$ cat src/rtl/serializador_con_idle.sv
// rtl/serializador_con_idle.sv - MSB-first byte serializer with K28.5 idle fill and reset preamble
// Optional even-parity bit per symbol when SERIAL_PARITY_EN is defined.
module serializador_con_idle #(
  parameter int               WIDTH        = 8,
  parameter logic [WIDTH-1:0] IDLE_SYMBOL  = 8'hBC,
  parameter int               SYNC_SYMBOLS = 2
) (
  input  logic             CLK,
  input  logic             RESET_L,
  input  logic [WIDTH-1:0] IN_DATA,
  input  logic             IN_VALID,
  output logic             IN_READY,
  output logic             OUT_SERIAL,
  output logic             OUT_FRAME,
  output logic             OUT_IDLE
);

`ifdef SERIAL_PARITY_EN
  localparam int FRAME_LEN = WIDTH + 1;
`else
  localparam int FRAME_LEN = WIDTH;
`endif
  localparam int             BC_W    = $clog2(FRAME_LEN);
  localparam logic [BC_W-1:0] BC_LAST = BC_W'(FRAME_LEN - 1);
  localparam logic [3:0]      SC_LAST = 4'(SYNC_SYMBOLS - 1);

  typedef enum logic {SYNC, ACTIVE} state_t;

  state_t          state, state_n;
  logic [WIDTH-1:0] sh, sh_n;
  logic [BC_W-1:0]  bc, bc_n;
  logic [3:0]       sc, sc_n;
  logic             idle, idle_n;
  logic             at_boundary;
  logic             ready;
`ifdef SERIAL_PARITY_EN
  logic             par, par_n;
`endif

  always_ff @(posedge CLK or negedge RESET_L) begin
    if (!RESET_L) begin
      state <= SYNC;
      sh    <= IDLE_SYMBOL;
      bc    <= '0;
      sc    <= '0;
      idle  <= 1'b1;
`ifdef SERIAL_PARITY_EN
      par   <= ^IDLE_SYMBOL;
`endif
    end else begin
      state <= state_n;
      sh    <= sh_n;
      bc    <= bc_n;
      sc    <= sc_n;
      idle  <= idle_n;
`ifdef SERIAL_PARITY_EN
      par   <= par_n;
`endif
    end
  end

  always_comb begin
    at_boundary = (bc == BC_LAST);
    ready       = at_boundary && (state == ACTIVE || sc == SC_LAST);
    state_n     = state;
    sh_n        = {sh[WIDTH-2:0], 1'b0};
    bc_n        = bc + BC_W'(1);
    sc_n        = sc;
    idle_n      = idle;
`ifdef SERIAL_PARITY_EN
    par_n       = par;
`endif
    if (at_boundary) begin
      bc_n = '0;
      if (ready && IN_VALID) begin
        sh_n   = IN_DATA;
        idle_n = 1'b0;
`ifdef SERIAL_PARITY_EN
        par_n  = ^IN_DATA;
`endif
      end else begin
        sh_n   = IDLE_SYMBOL;
        idle_n = 1'b1;
`ifdef SERIAL_PARITY_EN
        par_n  = ^IDLE_SYMBOL;
`endif
      end
      // sc only counts preamble symbols; ACTIVE never returns to SYNC
      if (state == SYNC) begin
        sc_n = sc + 4'd1;
        if (sc == SC_LAST) state_n = ACTIVE;
      end
    end
  end

  assign IN_READY  = ready;
  assign OUT_FRAME = (bc == '0);
  assign OUT_IDLE  = idle;
`ifdef SERIAL_PARITY_EN
  assign OUT_SERIAL = (bc == BC_W'(WIDTH)) ? par : sh[WIDTH-1];
`else
  assign OUT_SERIAL = sh[WIDTH-1];
`endif

endmodule

$ cat config.mk
export PLATFORM = sky130hd
export DESIGN_NAME = serializador_con_idle
export DESIGN_NICKNAME = d
export VERILOG_FILES = /design/src/rtl/serializador_con_idle.sv
export SDC_FILE = /design/constraint.sdc
export NUM_CORES = 1
export LEC_CHECK = 0
export BUFFER_PORTS_ARGS = -buffer_cell sky130_fd_sc_hd__buf_2
export CORE_MARGIN = 1.5
export CORE_UTILIZATION = 50
export CTS_BUF_LIST = sky130_fd_sc_hd__clkbuf_8
export DETAILED_ROUTE_END_ITERATION = 10
export HOLD_SLACK_MARGIN = 0.06
export PLACE_DENSITY_LB_ADDON = 0.25
export RECOVER_POWER = 50
export REMOVE_ABC_BUFFERS = 1
export SLEW_MARGIN = 15
export SYNTH_ARGS = -nofsm -noshare
export SYNTH_HDL_FRONTEND = slang
export SYNTH_SLANG_ARGS = --single-unit
$ cat constraint.sdc
create_clock -name CLK -period 1.4 [get_ports CLK]
set_input_delay 0.21 -clock CLK [delete_from_list [all_inputs] [get_ports CLK]]
set_output_delay 0.21 -clock CLK [all_outputs]
set_load 0.01 [all_outputs]
==> key figures <==
Die
  – Floorplan row count: 13
  – Placeable core region: ~1300 sq um
  – Die Y: 41.10 um
  – Boundary Pins: 15
  – Area enclosed by the die boundary: roughly 1700 sq um
  – Die Span X: 41.10 um
  – Initial Utilization: 0.5441

Run status
  – Violations in the final reports: negative setup slack
  – Outcome: finished with violations

Synth
  – Post-Syn Instances: 56
  – Synthesized area divided by synthesized cell count: 12.96 sq um
  – Largest family of logic cells by synthesized area: compound AO/OA/AOI/OAI gates
  – Number of storage elements in the synthesis netlist: 17
  – Synthesized-area fraction occupied by xor and xnor cells: 0.03621
  – Compound-Gate Fraction of Synth Area: 0.1345
  – Distinct cells, synth: 20
  – Post-synthesis instance area: 725.7 sq um
  – Portion of synthesized cell area occupied by the leading cell type: 0.3793
  – Multiplexer share of the synthesized area: 0
  – Sequential cell area fraction in the yosys report: 0.5966
  – Adder and majority gate portion of the synthesized area: 0.08621
  – Ranking of synthesized cells by area: sky130_fd_sc_hd__dfrtp_1 38%, sky130_fd_sc_hd__dfstp_2 22%, sky130_fd_sc_hd__ha_1 8.6%, sky130_fd_sc_hd__o22a_1 6.0%, sky130_fd_sc_hd__inv_1 3.6%
  – Largest area contributor in the netlist: sky130_fd_sc_hd__dfrtp_1
  – Area fraction in and, or, nand and nor cells after synthesis: 0.1034
  – Count of yosys warnings during synthesis: 0

Clock tree
  – TritonCTS clock tree: yes
  – Buffer cell driving the clock tree root: sky130_fd_sc_hd__clkbuf_8
  – Clock transition time at the flip-flop clock pins of the worst setup and hold paths: 60 ps
  – Inserted Clock Buffers: 3
  – CTS H-tree depth: 1
  – Worst skew pair latency: 250 ps
  – CTS max path bufs: 2
  – Number of clock sinks: 17

Timing
  – Max-slew violation total from the final report: 0
  – Headroom to the max-slew limit: 0.4223
  – # setup viols final: 9
  – Highest Clock Rate: 645.7 MHz
  – RSZ-0062 raised after global routing: yes
  – Setup WS post-layout: -148.8 ps
  – Slew of the pin with the lowest slew margin: between 800 and 900 ps
  – Count of endpoints failing hold in the final timing report: 0
  – Skew final: 0.5310 ps
  – Fin crit share: 1.106
  – Minimum period implied by the final worst setup slack: 1549 ps

Routing
  – Initial DRC Count: 5
  – Vias after detailed routing: 470
  – Post-route ant nets: 0
  – Number of detailed-route iterations in the first pass: 3
  – Number of design rule violations left after detail routing: 0
  – Post-Route WL: 1227 um
  – Average wire per standard cell: 12.78 um
  – Post-DR vias/cell: 4.896

Layout
  – Final std cells w/o fill: 96
  – Diode insertion count for antenna repair: 0
  – Area of all placed cells without fillers: around 940 sq um
  – Filler Cell Count: 95
  – Total number of nets in the final design: 98
  – Fraction of final layout cells sized beyond drive strength 1: 0.4444
  – Layout Area Growth over Synthesis: 29.48%

Power
  – Leakage power of the design: 0.4630 nW
  – Highest ir drop seen on vdd: 0.0007971 V
  – Power Density: 959.1 nW/um^2

Hold path
  – Class of the worst hold path: in2reg

Global route
  – Pin count of the biggest net entering global routing: 18
  – Number of global-route vias before repair: 450
  – Remaining global-route overflow: 0
  – GRT Total Usage: 0.1784
  – First-pass GRT wire length: 1835 um
  – Initial antenna violation count: 0

Setup path
  – Kind of end point of the critical path: output pin
  – Peak fanout along the critical path: 7
  – Library cell contributing the largest single delay on the critical path: sky130_fd_sc_hd__dfrtp_1
  – Critical path arrival: 1340 ps
  – Data required time of the critical path: 1190 ps
  – Critical path cell sequence: ha_1 > ha_4 > nor2b_1 > buf_2
  – Nature of the critical path startpoint: flip-flop
  – R2r setup slk: -150 ps
  – Type of the worst setup path: reg2out
  – Worst stage delay on the critical path: around 400 ps

Placement
  – Number of cells after detailed placement: 87
  – Number of input and output port buffers inserted: 14
  – Dpl cell area: ~830 sq um
  – Last weighted congestion value of the routability-driven placer: 0.6842
  – HPWL after detailed placement: 823.8 um

Flow run
  – Max-Cap Viols: 0
## worst paths after layout
kind | start | endpoint | cells past startpoint
max | bc[0] | IN_READY | 4
min reg2reg | sh[6] | sh[7] | 1
max in group asynchronous | RESET_L | sc[1] | 2
min | IN_DATA[4] | sh[4] | 2
min in group asynchronous | RESET_L | sc[2] | 2
max reg2reg | sc[0] | sh[1] | 6
## area by class of cell
| class | instances | area (sq um) | share of cell area |
|---|---|---|---|
| Sequential cell | 17 | 432.9 | 0.4607 |
| Tap cell | 15 | 18.77 | 0.01997 |
| Clock inverter | 1 | 3.754 | 0.003995 |
| Multi-Input combinational cell | 31 | 285.3 | 0.3036 |
| Clock buffer | 3 | 41.29 | 0.04394 |
| Inverter | 7 | 26.28 | 0.02796 |
| Timing Repair Buffer | 22 | 131.4 | 0.1398 |
## state kept, by name, summed over array words and instances (netlist names)
register  cells
sh            8
sc            4
bc            3
OUT_IDLE      1
state         1
## synth_stat cells
master,instances
sky130_fd_sc_hd__nor3b_4,1
sky130_fd_sc_hd__o21ai_0,1
sky130_fd_sc_hd__o211ai_4,1
sky130_fd_sc_hd__dfrtp_1,11
sky130_fd_sc_hd__nor2b_1,2
sky130_fd_sc_hd__nand4_1,1
sky130_fd_sc_hd__o21a_1,1
sky130_fd_sc_hd__dfstp_2,6
sky130_fd_sc_hd__a21o_1,1
sky130_fd_sc_hd__buf_2,1
sky130_fd_sc_hd__nand2b_1,1
sky130_fd_sc_hd__nand2_1,2
sky130_fd_sc_hd__and2b_1,1
sky130_fd_sc_hd__xnor2_1,3
sky130_fd_sc_hd__nor2_1,3
sky130_fd_sc_hd__nand3_1,1
sky130_fd_sc_hd__o22a_1,5
sky130_fd_sc_hd__inv_1,7
sky130_fd_sc_hd__ha_1,5
sky130_fd_sc_hd__o22ai_1,2
## layout by cell type, fill, tap and decap left out, drive strengths merged
master	Yosys	routed
nand3	1	1
o22ai	2	2
nor2b	2	2
nand2b	1	1
nand2	2	2
inv	7	8
and2b	1	1
xnor2	3	3
o21ai	1	1
dfstp	6	6
dfrtp	11	11
o211ai	1	1
ha	5	5
dlygate4sd3	0	1
buf	1	20
o21a	1	1
a21o	1	1
nor3b	1	1
o22a	5	5
nand4	1	1
nor2	3	3
clkbuf	0	4
## through the flow
stage          setup TNS (ps)  setup slack, ps  power [mW]  hold slack, ps    util
2_1_floorplan          -30.75           -30.75      0.5338          -85.59       -
3_3_place_gp                0            53.05      0.5607           142.7  0.6238
3_5_place_dp                0            11.95      0.5623           143.0  0.6238
4_1_cts                -173.0           -153.9      0.9153           167.2  0.6876
5_1_grt                 -1854           -237.8      0.9484           178.7  0.7045
6_report                -1176           -148.8      0.9012           183.4  0.7045
## metal layers
metal / up-vias / global-route usage / routed length (um)
met5: - / 0 / 0
met4: 0 / 0.07258 / 19
met3: 2 / 0.07065 / 59
met2: 12 / 0.2734 / 602
met1: 219 / 0.2226 / 545
li1: 237 / - / -
## timing repair
| item | 4_1_cts | 5_1_grt |
|---|---|---|
| endpoints found under the hold margin | 11 | 0 |
| endpoints found under the setup margin | 1 | 10 |
| pin swaps | 1 | 7 |
| resized for setup | 3 | 3 |
| setup buffers | 2 | 2 |
| hold buffers | 1 | 0 |
## cells by family after synthesis
family,Yosys count
flops,17
simple gates,12
compound gates,11
buf+inv,8
fa+ha+maj,5
xor+xnor,3
## critical path, delay by kind of cell (launching register included)
family | cells | cell delay [ps]
fa+ha+maj | 2 | 430
flops | 1 | 400
simple gates | 1 | 130
buf+inv | 1 | 130
## power by group
group,total [mW],internal (mW),switching (mW)
sequential,0.513,0.510,0.00349
combinational,0.0428,0.0220,0.0207
clock,0.345,0.194,0.151
total,0.901,0.726,0.175
(Power assumes the default switching activity.)
